## config.mk

```make
export PLATFORM = sky130hd
export DESIGN_NAME = painterengine_gpu_dma_reader_n
export DESIGN_NICKNAME = d
export VERILOG_FILES = /design/src/rtl/painterengine_gpu_dma_reader_n.sv
export SDC_FILE = /design/constraint.sdc
export NUM_CORES = 1
export LEC_CHECK = 0
export ABC_AREA = 1
export BUFFER_PORTS_ARGS = -buffer_cell sky130_fd_sc_hd__buf_2
export CAP_MARGIN = 30
export CORE_AREA = 2 2 206 208
export CTS_CLUSTER_DIAMETER = 30
export CTS_CLUSTER_SIZE = 8
export DETAILED_ROUTE_END_ITERATION = 7
export DIE_AREA = 0 0 208 210
export SETUP_SLACK_MARGIN = 0.3
export SYNTH_ARGS = -nofsm -noshare
export SYNTH_HDL_FRONTEND = slang
export SYNTH_SLANG_ARGS = --single-unit
```

## constraint.sdc

```tcl
create_clock -name i_wire_clock -period 3.6 [get_ports i_wire_clock]
set_input_delay 0.18 -clock i_wire_clock [delete_from_list [all_inputs] [get_ports i_wire_clock]]
set_output_delay 0.18 -clock i_wire_clock [all_outputs]
set_load 0.02 [all_outputs]
```

## src/rtl/painterengine_gpu_dma_reader_n.sv

```systemverilog
// AXI4 burst read master: streams a linear memory region to one of CHANNELS
// consumer ports, splitting bursts at MAX_BURST beats and at 4 KB boundaries.
module painterengine_gpu_dma_reader_n #(
  parameter int CHANNELS     = 4,
  parameter int DATA_WIDTH   = 32,
  parameter int MAX_BURST    = 256,
  parameter int TIMEOUT_BITS = 19
) (
  input  logic                           i_wire_clock,
  input  logic                           i_wire_resetn,
  input  logic                           i_wire_start,
  input  logic                           i_wire_clear,
  input  logic [CHANNELS-1:0]            i_wire_router,
  input  logic [CHANNELS*32-1:0]         i_wire_address,
  input  logic [CHANNELS*32-1:0]         i_wire_length,
  output logic [CHANNELS*DATA_WIDTH-1:0] o_wire_data,
  output logic [CHANNELS-1:0]            o_wire_data_valid,
  input  logic [CHANNELS-1:0]            i_wire_data_next,
  output logic                           o_wire_busy,
  output logic                           o_wire_done,
  output logic                           o_wire_error,
  output logic [2:0]                     o_wire_error_type,
  output logic [31:0]                    o_wire_beat_count,
  output logic                           o_wire_M_AXI_ARID,
  output logic [31:0]                    o_wire_M_AXI_ARADDR,
  output logic [7:0]                     o_wire_M_AXI_ARLEN,
  output logic [2:0]                     o_wire_M_AXI_ARSIZE,
  output logic [1:0]                     o_wire_M_AXI_ARBURST,
  output logic                           o_wire_M_AXI_ARLOCK,
  output logic [3:0]                     o_wire_M_AXI_ARCACHE,
  output logic [2:0]                     o_wire_M_AXI_ARPROT,
  output logic [3:0]                     o_wire_M_AXI_ARQOS,
  output logic                           o_wire_M_AXI_ARVALID,
  input  logic                           i_wire_M_AXI_ARREADY,
  input  logic                           i_wire_M_AXI_RID,
  input  logic [DATA_WIDTH-1:0]          i_wire_M_AXI_RDATA,
  input  logic [1:0]                     i_wire_M_AXI_RRESP,
  input  logic                           i_wire_M_AXI_RLAST,
  input  logic                           i_wire_M_AXI_RVALID,
  output logic                           o_wire_M_AXI_RREADY
);

  localparam int BYTES      = DATA_WIDTH / 8;
  localparam int BYTE_SHIFT = $clog2(BYTES);
  localparam int IDX_W      = (CHANNELS > 1) ? $clog2(CHANNELS) : 1;

  localparam logic [2:0] E_OK         = 3'b000;
  localparam logic [2:0] E_ROUTER     = 3'b001;
  localparam logic [2:0] E_ADDR_LEN   = 3'b010;
  localparam logic [2:0] E_AR_TIMEOUT = 3'b011;
  localparam logic [2:0] E_R_TIMEOUT  = 3'b100;
  localparam logic [2:0] E_PROTOCOL   = 3'b101;
  localparam logic [2:0] E_SLAVE      = 3'b110;

  typedef enum logic [2:0] {
    S_IDLE, S_CHECK, S_CALC, S_ADDR, S_DATA, S_DONE, S_ERROR
  } state_e;

  state_e                  state_q, state_d;
  logic [IDX_W-1:0]        idx_q, idx_d;
  logic [31:0]             addr_q, addr_d;
  logic [31:0]             remaining_q, remaining_d;
  logic [8:0]              len_q, len_d;
  logic [8:0]              burst_ctr_q, burst_ctr_d;
  logic [31:0]             beat_count_q, beat_count_d;
  logic [2:0]              error_type_q, error_type_d;
  logic [TIMEOUT_BITS-1:0] timeout_q, timeout_d;
  logic                    arvalid_q, arvalid_d;
  logic [31:0]             araddr_q, araddr_d;
  logic [7:0]              arlen_q, arlen_d;

  logic [IDX_W-1:0] router_idx;
  logic             router_onehot;
  logic [31:0]      page_beats;
  logic [8:0]       burst_len;
  logic             r_hs;
  logic             timed_out;
  logic             last_beat;
  logic             unused_rid;

  assign unused_rid = i_wire_M_AXI_RID;

  always_comb begin
    router_idx = '0;
    for (int i = 0; i < CHANNELS; i++)
      if (i_wire_router[i]) router_idx = IDX_W'(i);
  end

  assign router_onehot = (i_wire_router != '0) &&
                         ((i_wire_router & (i_wire_router - CHANNELS'(1))) == '0);

  // Beats left before the next 4 KB page; addr_q is always beat-aligned here.
  assign page_beats = (32'd4096 - {20'd0, addr_q[11:0]}) >> BYTE_SHIFT;

  always_comb begin
    burst_len = 9'(MAX_BURST);
    if (remaining_q < 32'(MAX_BURST)) burst_len = remaining_q[8:0];
    if (page_beats < {23'd0, burst_len}) burst_len = page_beats[8:0];
  end

  assign o_wire_M_AXI_RREADY = (state_q == S_DATA) && i_wire_data_next[idx_q];
  assign r_hs      = i_wire_M_AXI_RVALID && o_wire_M_AXI_RREADY;
  assign timed_out = timeout_q[TIMEOUT_BITS-1];
  assign last_beat = (burst_ctr_q == len_q - 9'd1);

  always_comb begin
    // NOTE: every signal driven here gets a default first, so no path can infer a latch.
    state_d      = state_q;
    idx_d        = idx_q;
    addr_d       = addr_q;
    remaining_d  = remaining_q;
    len_d        = len_q;
    burst_ctr_d  = burst_ctr_q;
    beat_count_d = beat_count_q;
    error_type_d = error_type_q;
    arvalid_d    = arvalid_q;
    araddr_d     = araddr_q;
    arlen_d      = arlen_q;
    timeout_d    = '0;

    unique case (state_q)
      S_IDLE, S_DONE: begin
        if (i_wire_start) begin
          idx_d        = router_idx;
          addr_d       = i_wire_address[router_idx*32 +: 32];
          remaining_d  = i_wire_length[router_idx*32 +: 32];
          beat_count_d = '0;
          error_type_d = E_OK;
          if (router_onehot) begin
            state_d = S_CHECK;
          end else begin
            state_d      = S_ERROR;
            error_type_d = E_ROUTER;
          end
        end
      end
      S_CHECK: begin
        if (addr_q[BYTE_SHIFT-1:0] != '0 || remaining_q == '0) begin
          state_d      = S_ERROR;
          error_type_d = E_ADDR_LEN;
        end else begin
          state_d = S_CALC;
        end
      end
      S_CALC: begin
        len_d       = burst_len;
        burst_ctr_d = '0;
        arvalid_d   = 1'b1;
        araddr_d    = addr_q;
        arlen_d     = 8'(burst_len - 9'd1);
        state_d     = S_ADDR;
      end
      S_ADDR: begin
        if (timed_out) begin
          arvalid_d    = 1'b0;
          state_d      = S_ERROR;
          error_type_d = E_AR_TIMEOUT;
        end else if (i_wire_M_AXI_ARREADY) begin
          arvalid_d = 1'b0;
          state_d   = S_DATA;
        end
      end
      S_DATA: begin
        if (timed_out) begin
          state_d      = S_ERROR;
          error_type_d = E_R_TIMEOUT;
        end else if (r_hs) begin
          if (i_wire_M_AXI_RRESP != 2'b00) begin
            state_d      = S_ERROR;
            error_type_d = E_SLAVE;
          end else if (i_wire_M_AXI_RLAST != last_beat) begin
            state_d      = S_ERROR;
            error_type_d = E_PROTOCOL;
          end else begin
            burst_ctr_d  = burst_ctr_q + 9'd1;
            beat_count_d = beat_count_q + 32'd1;
            if (last_beat) begin
              addr_d      = addr_q + ({23'd0, len_q} << BYTE_SHIFT);
              remaining_d = remaining_q - {23'd0, len_q};
              state_d     = (remaining_q == {23'd0, len_q}) ? S_DONE : S_CALC;
            end
          end
        end
      end
      S_ERROR: begin
        if (i_wire_clear) begin
          state_d      = S_IDLE;
          error_type_d = E_OK;
        end
      end
      default: state_d = S_IDLE;
    endcase

    // The watchdog only runs while waiting on the slave in one state.
    if (state_d == state_q &&
        ((state_q == S_ADDR && !i_wire_M_AXI_ARREADY) || (state_q == S_DATA && !r_hs)))
      timeout_d = timeout_q + TIMEOUT_BITS'(1);
  end

  // NOTE: sequential state uses non-blocking assignments so all registers see pre-edge values.
  always_ff @(posedge i_wire_clock or negedge i_wire_resetn) begin
    if (!i_wire_resetn) begin
      state_q      <= S_IDLE;
      idx_q        <= '0;
      addr_q       <= '0;
      remaining_q  <= '0;
      len_q        <= '0;
      burst_ctr_q  <= '0;
      beat_count_q <= '0;
      error_type_q <= E_OK;
      timeout_q    <= '0;
      arvalid_q    <= 1'b0;
      araddr_q     <= '0;
      arlen_q      <= '0;
    end else begin
      state_q      <= state_d;
      idx_q        <= idx_d;
      addr_q       <= addr_d;
      remaining_q  <= remaining_d;
      len_q        <= len_d;
      burst_ctr_q  <= burst_ctr_d;
      beat_count_q <= beat_count_d;
      error_type_q <= error_type_d;
      timeout_q    <= timeout_d;
      arvalid_q    <= arvalid_d;
      araddr_q     <= araddr_d;
      arlen_q      <= arlen_d;
    end
  end

  // Routing follows the latched channel, never the live router input.
  always_comb begin
    o_wire_data       = '0;
    o_wire_data_valid = '0;
    if (state_q == S_DATA) begin
      o_wire_data[idx_q*DATA_WIDTH +: DATA_WIDTH] = i_wire_M_AXI_RDATA;
      o_wire_data_valid[idx_q]                    = i_wire_M_AXI_RVALID;
    end
  end

  assign o_wire_busy       = !(state_q == S_IDLE || state_q == S_DONE || state_q == S_ERROR);
  assign o_wire_done       = (state_q == S_DONE);
  assign o_wire_error      = (state_q == S_ERROR);
  assign o_wire_error_type = error_type_q;
  assign o_wire_beat_count = beat_count_q;

  assign o_wire_M_AXI_ARID    = 1'b0;
  assign o_wire_M_AXI_ARADDR  = araddr_q;
  assign o_wire_M_AXI_ARLEN   = arlen_q;
  assign o_wire_M_AXI_ARSIZE  = 3'(BYTE_SHIFT);
  assign o_wire_M_AXI_ARBURST = 2'b01;
  assign o_wire_M_AXI_ARLOCK  = 1'b0;
  assign o_wire_M_AXI_ARCACHE = 4'b0010;
  assign o_wire_M_AXI_ARPROT  = 3'b000;
  assign o_wire_M_AXI_ARQOS   = 4'b0000;
  assign o_wire_M_AXI_ARVALID = arvalid_q;

endmodule

```

# ---- After elaboration in Yosys (flattened, before gate mapping)
# Cells that the tools add are included.
# W data, S select, Z words.
dict set report totals {
  output_inout_bits 230
  wordCells 149
  input_bits 306
  regBits 182
}
dict set report op_classes {
  shifts 4
  order_cmp 4
  n_reduce_logical 31
  bitwise 3
  n_eq_ne 22
  addsub 10
  n_mux 63
}
# cell count
set op_table {}
lappend op_table {{$mux W32} 17}
lappend op_table {{$shiftx A128 B8 Y32} 2}
lappend op_table {{$pmux W32 S2} 3}
lappend op_table {{$and A128 B128 Y128} 1}
lappend op_table {{$mux W128} 1}
lappend op_table {{$shift A32 B34 Y128 const A} 1}
lappend op_table {{$shiftx A32 B34 Y128} 1}
lappend op_table {{$mux W3} 20}
lappend op_table {{$mux W9} 6}
lappend op_table {{$neg A7 Y34} 1}
lappend op_table {{$add A32 B1 Y32 const B} 1}
lappend op_table {{$add A32 B11 Y32} 1}
lappend op_table {{$eq A32 B9 Y1} 1}
lappend op_table {{$logic_not A32 Y1} 1}
lappend op_table {{$lt A32 B9 Y1 const B} 1}
lappend op_table {{$sub A32 B9 Y32} 1}
lappend op_table {{$lt A30 B9 Y1} 1}
lappend op_table {{$add A19 B1 Y19 const B} 1}
lappend op_table {{$mux W19} 1}
lappend op_table {{$ne A2 B2 Y1 const B} 9}
lappend op_table {{$pmux W3 S6} 1}
lappend op_table {{$pmux W9 S2} 1}
lappend op_table {{$pmux W3 S5} 1}
lappend op_table {{$reduce_and A7 Y1} 2}
lappend op_table {{other kinds (34)} 61}

# ---- Longest topological paths before layout
# Gate-level depths: netlist of run 1.
dict set report depth {
  word_depth 11
  mapped_depth 25
  depth_no_buf 24
}

# ---- Worst setup path before layout of run 1
# No wires, ideal clock.
dict set report synth_timing {
  path_kind {register -> register}
  start {register remaining_q[18]}
  end {register arlen_q[2], in the netlist o_wire_M_AXI_ARLEN[2]}
  arrival_ps 2923
  path_buffers 2
  setup_slack_ps 554
  stages_incl_launch_ff 23
  setup_ps 123
  required_time_ps 3477
  synth_period_minus_slack_ps 3046
  cell_sequence {dfrtp_1 -> nor2_1 -> nand2_1 -> nor2_1 -> nand2_1 -> nor2_1 -> buf_2 -> nand2_1 -> ha_1 -> a21oi_1 -> nor3_1 -> a211oi_1 -> nand2_1 -> nand2_2 -> nand2_2 -> buf_6 -> o21ai_1 -> inv_1 -> ha_1 -> nand2_1 -> inv_1 -> o21ai_0 -> nand2_1}
}
dict set report synth_via {
  elab_chain_cells 5
}
# element line_no
set synth_lines {}
lappend synth_lines {{start: declaration} 62} ;# logic [31:0] remaining_q, remaining_d;
lappend synth_lines {{start signal: assignment} 219} ;# remaining_q <= remaining_d;
lappend synth_lines {{$lt A32 B9 Y1 (*)} 97} ;# if (remaining_q < 32'(MAX_BURST)) burst_len = remaining_q[8:0];
lappend synth_lines {{$mux W9 (*)} 97}
lappend synth_lines {{$lt A30 B9 Y1} 98} ;# if (page_beats < {23'd0, burst_len}) burst_len = page_beats[8:0];
lappend synth_lines {{$mux W9 (*)} 98}
lappend synth_lines {{$sub A8 B1 Y8 (*)} 150} ;# arlen_d = 8'(burst_len - 9'd1);
lappend synth_lines {{end signal: assignment} 227} ;# arlen_q <= arlen_d;
lappend synth_lines {{end: declaration} 70} ;# logic [7:0] arlen_q, arlen_d;
# Mark *: on every way between the ends. The rest lies on a longest branch, timed or not.
# A chain may end at the register's enable or synchronous reset.

# ---- Worst setup path in the final report of run 1
dict set report layout_timing {
  start {register idx_q[0]}
  end {output port o_wire_data[38]}
}
dict set report layout_via {
  elab_chain_cells 4
  elab_cells_between_ends 5
  classes_between {add/sub: 1; shift: 2; mux: 1; bitwise: 1}
}
# element line_no
set layout_lines {}
lappend layout_lines {{start: declaration} 60} ;# logic [IDX_W-1:0] idx_q, idx_d;
lappend layout_lines {{start signal: assignment} 217} ;# idx_q <= idx_d;
lappend layout_lines {{$neg A7 Y34 (*)} 236} ;# o_wire_data[idx_q*DATA_WIDTH +: DATA_WIDTH] = i_wire_M_AXI_RDATA;
lappend layout_lines {{$shiftx A32 B34 Y128 or $shift A32 B34 Y128 (tied branches)} 236}
lappend layout_lines {{$and A128 B128 Y128 (no source line) (*)} --}
lappend layout_lines {{$mux W128 (*)} 235} ;# if (state_q == S_DATA) begin
lappend layout_lines {{end: declaration} 16} ;# output logic [CHANNELS*DATA_WIDTH-1:0] o_wire_data,
# Marks and branches as above.

==> out/results.tsv, run 1 <==
stage	metric	value	unit
synth	asr flop ratio synth	1.000	
sta	final setup fails	0	
pwr	power density over the cells	742.7	mW/mm²
setup_path	Crit. End Element	primary output	
sta	RSZ-0062 raised after global routing	yes	
synth	syn_area_per_cell	6.620	µm²
sta	Slew Limit Headroom	0.3861	
synth	biggest area consumer among synthesized cells	dfrtp_1	
floorplanning	Initial Utilization	0.3514	
synth	Ys Warns	0	
worst_hold_path	hold crit path type	in -> reg	
synth	Post-synth top cells	388 x nand2_1, 319 x nor2_1, 241 x o21ai_0, 225 x inv_1, 182 x dfrtp_1	
sta	fin worst setup slack	471.1	ps
setup_path	Critical Path RT	3420	ps
clock_tree	CTS Buffer Depth	2	
grt	GRT Total Usage	0.2789	
route	1st-iter DRT viols	1455	
route	vias per cell	5.391	
route	DRC	0	
sta	minimum clock period	3129	ps
flow_run	max cap viols	0	
placement	# port buffers	516	
final_layout	Nets	3024	
setup_path	crit path DAT	2950	ps
synth	Post-synth top flop	dfrtp_1	
floorplanning	row cnt	75	
grt	grt total ovfl	0	
final_layout	Fillers	4442	
worst_hold_path	hold depth	6	
floorplanning	Die Y-Extent	210	µm
synth	Yosys cell types	54	
placement	post-DP HPWL	49570	µm
synth	synth top area cells	dfrtp_1 31%, nand2_1 10%, o21ai_0 8.3%	
clock_tree	cts bufs inserted	17	
grt	initial antenna violation count	13	
clock_tree	Num Clock Sinks	182	
floorplanning	Die Area	0.04368	mm²
grt	vias in the first global route	16390	
setup_path	CP Max Fanout	22	
placement	worst slack, placed	193.7	ps
setup_path	reg2reg path depth	21	
pwr	VDD IR-drop max	0.3536	mV
clock_tree	clock slew at reported path FFs	80	ps
route	wire per inst	19.58	µm
sta	Fin. Hold Viols	0	
sta	Max Clk Rate	0.3196	GHz
synth	Post-synth EDFFs	0	
clock_tree	H-tree levels	4	
status	status	finished, final reports clean	
pwr	Leak	0.009153	µW
clock_tree	CTS tree	yes	
route	via count	17450	
floorplanning	# IOs	536	
final_layout	layout cell share with drive strength beyond 1	0.2585	
sta	total negative slack	0	ps
grt	pin count of the biggest net entering global routing	103	
setup_path	Worst Setup Start Kind	register	
sta	final max-slew violation count	0	
placement	gp weighted congestion	0.9565	
clock_tree	Clk Latency, worst-skew pair	460	ps
floorplanning	core area	0.04148	mm²
route	remaining antenna violation count	0	
floorplanning	Die X-Extent	208	µm
route	DRT Pass-1 Iters	6	
sta	Worst Max-Slew Pin Slew	920.9	ps
synth	synthesized flop and latch total	182	
route	Post-Route WL	63360	µm
synth	Yosys top cell area share	0.3124	
synth	post-synthesis sequential area ratio	0.3124	
synth	most frequent cell after synthesis	nand2_1	
synth	mapped cell area	0.01458	mm²
clock_tree	CTS Root Cell	clkbuf_16	
sta	fin crit share	0.8691	
setup_path	CP Class	reg -> out	
sta	final setup skew	14.84	ps
final_layout	synthesis-to-layout area growth	27.16	%
synth	Post-Synthesis Cells	2202	
grt	first-pass GRT wire length	95080	µm
==> path summary, 6_finish.rpt <==
| kind | to | slack [ps] | start |
|---|---|---|---|
| setup / recovery | o_wire_data[38] | 470 | idx_q[0] |
| hold / removal | remaining_q[5] | 170 | i_wire_length[5] |
| setup reg to reg | o_wire_M_AXI_ARLEN[5] | 470 | remaining_q[20] |
| hold reg to reg | timeout_q[0] | 470 | timeout_q[0] |
| max in group asynchronous | remaining_q[12] | 2420 | i_wire_resetn |
| min in group asynchronous | o_wire_M_AXI_ARLEN[6] | 320 | i_wire_resetn |
==> state kept, by name (all words and copies together), names as in the netlist <==
signal	cells
o_wire_beat_count	32
o_wire_M_AXI_ARADDR	32
o_wire_M_AXI_ARVALID	1
remaining_q	32
addr_q	32
o_wire_error_type	3
state_q	3
burst_ctr_q	9
o_wire_M_AXI_ARLEN	8
len_q	9
timeout_q	19
idx_q	2
==> cells in the final DEF (no fill, tap or decap), types with 18 or more instances in the layout <==
master | Yosys | layout
o31ai_1 | 23 | 23
nand3_1 | 77 | 75
o22ai_1 | 56 | 56
dfrtp_1 | 182 | 179
nor4_1 | 20 | 20
nor3_1 | 153 | 148
nor2_1 | 319 | 307
inv_1 | 225 | 218
a21oi_1 | 88 | 88
nand4_1 | 29 | 29
nor2_2 | 18 | 27
ha_1 | 37 | 35
conb_1 | 2 | 18
nand2_1 | 388 | 380
xor2_1 | 64 | 64
buf_4 | 21 | 49
o21ai_0 | 241 | 240
a22oi_1 | 28 | 28
inv_2 | 14 | 21
buf_2 | 13 | 515
==> cells by family after synthesis <==
group                      after synthesis  share of synthesized area
AOI/OAI and AO/OA                      493                     0.1916
and+or+nand+nor                       1032                     0.3047
adders and majority gates               39                    0.03451
DFF                                    182                     0.3124
other                                    2                  0.0005152
muxes                                    2                   0.001459
buffers and inverters                  370                     0.1050
xor gates and xnor gates                82                    0.04979
==> repair_timing <==
item                       in CTS  in global routing
gates cloned                    0                  1
pin swaps                       0                 12
hold endpoints to repair       75                  0
setup endpoints to repair       3                 46
hold buffers                    1                  0
gates resized for setup         3                 44
setup buffers                   0                 20
==> final cells by class <==
type                       count  area [µm²]  area share
clock inverter                13       146.4    0.007898
sequential                   182        4558      0.2459
timing repair buffer         571        3059      0.1650
antenna                        5       12.51   0.0006750
inverter                     240       902.1     0.04867
tap                          539       674.4     0.03638
multi-input combinational   1667        8740      0.4715
clock buffer                  19       442.9     0.02390
==> report_power, final <==
group          internal [µW]  switching (µW)
clock network           1050             906
logic                   2730            5600
registers               2770             706
==> metal layers <==
layer	share of wire	GRT usage	vias to the layer above
li1	-	-	8271
met1	0.41	0.3567	8305
met2	0.48	0.4692	745
met3	0.071	0.05781	107
met4	0.031	0.09489	18
met5	0.0018	0	-
==> through the flow <==
step	hold slack, ps	util	std cells	power, µW	area [µm²]
detailed placement	284.9	0.4243	3177	11380	17600
CTS	146.1	0.4390	3210	13400	18210
global placement	279.6	0.4236	3176	11220	17570
finish	170.8	0.4469	3236	13770	18540
global route	196.3	0.4468	3234	14880	18530
floorplan	-115.6	-	2218	8993	14640
==> critical path, stage by stage, from the launching register on <==
cell,delay (ps)
dfrtp_1,470
inv_1,100
buf_4,240
ha_1,370
inv_1,70
nor3_1,230
nand2_1,360
nor3_2,410
buf_2,240
Power figures use the tool's default switching activity.
==> run 2, diff against run 1 <==
CORE_AREA = 2 2 207 209   (was 2 2 206 208)
DIE_AREA = 0 0 209 211   (was 0 0 208 210)
==> out/results.tsv, run 2 (synthesized netlist as in run 1, its figures left out) <==
stage	metric	value	unit	change
status	status	finished, final reports clean		
sta	final setup fails	0		unchanged
final_layout	synthesis-to-layout area growth	26.84	%	
route	vias per cell	5.323		-1.3%
floorplanning	Die Area	0.04410	mm²	+0.96%
sta	total negative slack	0	ps	unchanged
final_layout	commonest cells after routing, fill and taps aside	516 x buf_2, 380 x nand2_1, 308 x nor2_1, 238 x o21ai_0, 217 x inv_1		
sta	Worst Max-Slew Pin Slew	890.1	ps	-30.80 ps
route	Post-Route WL	62470	µm	-1.4%
clock_tree	CTS tree	yes		
sta	Slew Limit Headroom	0.4066		+0.02053
setup_path	delay-heaviest family, CP	buffers and inverters		
setup_path	Crit. End Element	primary output		
floorplanning	Die X-Extent	209	µm	+0.48%
pwr	power density over the cells	737.6	mW/mm²	-0.68%
grt	GRT Total Usage	0.2726		-0.006351
clock_tree	CTS Root Cell	clkbuf_16		
placement	gp weighted congestion	0.9682		+1.2%
setup_path	R2R Setup Slk	510	ps	+40 ps
sta	Fin. Hold Viols	0		unchanged
worst_hold_path	Hold EP	addr_q[0]		
setup_path	R2R Path Start	remaining_q[18]		
sta	final setup skew	16.29	ps	+1.445 ps
worst_hold_path	hold depth	5		-1
setup_path	Critical Path RT	3420	ps	about the same
setup_path	CP bufs+invs	5		+1
floorplanning	# IOs	536		unchanged
route	1st-iter DRT viols	1368		-6.0%
setup_path	CP dominant cell by count	buf_4		
worst_hold_path	hold crit path type	in -> reg		
setup_path	r2r endpoint	o_wire_M_AXI_ARLEN[6]		
sta	final max-slew violation count	0		unchanged
setup_path	crit path DAT	2910	ps	-40 ps
setup_path	CP max-delay cell	dfrtp_1		
worst_hold_path	hold path startpoint	i_wire_address[64]		
final_layout	layout cell share with drive strength beyond 1	0.2567		-0.001847
clock_tree	clock slew at reported path FFs	80	ps	about the same
clock_tree	Num Clock Sinks	182		unchanged
floorplanning	core area	0.04176	mm²	+0.68%
setup_path	Worst Setup Start Kind	register		
route	remaining antenna violation count	0		unchanged
setup_path	reg2reg path depth	22		+4.8%
final_layout	Non-Filler Instances	3235		-0.031%
final_layout	commonest non-fill, non-tap cell in the layout	buf_2		
grt	pin count of the biggest net entering global routing	92		-11%
grt	vias in the first global route	16240		-0.90%
sta	minimum clock period	3091	ps	-38.33 ps
route	wire per inst	19.31	µm	-1.4%
route	via count	17220		-1.3%
placement	placed inst area	0.01767	mm²	+0.43%
placement	# port buffers	516		unchanged
setup_path	CP Class	reg -> out		
clock_tree	H-tree levels	4		unchanged
floorplanning	row cnt	75		unchanged
grt	grt total ovfl	0		unchanged
route	DRT Pass-1 Iters	5		-1
grt	initial antenna violation count	9		-4
route	DRC	0		unchanged
sta	Max Clk Rate	0.3236	GHz	+1.2%
flow_run	max cap viols	0		unchanged
placement	placed cell count	3182		+0.16%
placement	post-DP HPWL	49570	µm	about the same
sta	fin crit share	0.8585		-0.01065
final_layout	design area	0.01849	mm²	-0.25%
final_layout	Util after Layout	0.4428		-0.004121
setup_path	critical path, cell by cell	inv_2 > buf_4 > ha_1 > inv_1 > nand2_1 > buf_4 > nor3_1 > buf_2		
clock_tree	Clk Latency, worst-skew pair	450	ps	about the same
setup_path	CP Max Fanout	18		-18%
pwr	Leak	0.009132	µW	-0.22%
clock_tree	CTS Buffer Depth	2		unchanged
setup_path	CP peak stage delay	490	ps	+20 ps
sta	RSZ-0062 raised after global routing	yes		
clock_tree	cts bufs inserted	17		unchanged
grt	first-pass GRT wire length	93110	µm	-2.1%
final_layout	Nets	3020		-0.13%
pwr	VDD IR-drop max	0.3462	mV	-2.1%
floorplanning	Die Y-Extent	211	µm	+0.48%
floorplanning	Initial Utilization	0.3491		-0.002369
[run 2: worst max-delay path by stage]
stage | startpoint | to | slack [ps] | cells past startpoint
2_1_floorplan | remaining_q[18] | o_wire_M_AXI_ARLEN[2] | 550 | 22
3_3_place_gp | remaining_q[18] | o_wire_M_AXI_ARLEN[2] | 240 | 21
3_5_place_dp | remaining_q[18] | o_wire_M_AXI_ARLEN[2] | 240 | 21
4_1_cts | idx_q[0] | o_wire_data[22] | 340 | 7
5_1_grt | remaining_q[18] | o_wire_M_AXI_ARLEN[5] | 230 | 21
6_report | idx_q[0] | o_wire_data[20] | 510 | 8
[run 2: worst min-delay path, stage by stage]
cell and delay (ps):
buf_2 90, nor2_1 90, o22ai_1 80, nor2_1 90
a21oi_1 40
[run 2: layer usage]
metal,GRT usage,wire [µm],vias to the layer above
met5,0,42,-
met4,0.1192,2355,6
met3,0.05605,4113,106
met2,0.4383,29310,676
met1,0.3551,26660,8156
li1,-,-,8277
[run 2: layout make-up]
type | instances | area (µm²)
Fill cell | 4412 | 23270
Multi-Input combinational cell | 1666 | 8707
Sequential cell | 182 | 4557
Timing Repair Buffer | 568 | 3075
Inverter | 240 | 902.1
Tap cell | 539 | 674.4
Clock buffer | 19 | 442.9
Clock inverter | 13 | 110.1
Antenna cell | 8 | 20.02
[run 2: what timing repair did]
item | 4_1_cts | 5_1_grt
endpoints found under the setup margin | 3 | 75
hold buffers | 1 | 0
endpoints found under the hold margin | 88 | 0
setup buffers | 1 | 10
pin swaps | 1 | 15
gates resized for setup | 3 | 44
cloned | 0 | 1
[run 2: report_power, final]
part           internal (µW)  leakage [µW]  switching, µW
clock                    925      0.000268            926
sequential              2770       0.00229            723
combinational           2750       0.00658           5550
total                   6440       0.00913           7200
[run 2: through the flow]
step | power [µW] | setup WS, ps | hold WS, ps
finish | 13640 | 509.5 | 166.6
global route | 14770 | 231.2 | 187.3
CTS | 13420 | 343.3 | 152.5
detailed placement | 11490 | 243.4 | 323.5
global placement | 11320 | 243.4 | 312.4
floorplan | 8993 | 554.0 | -115.6
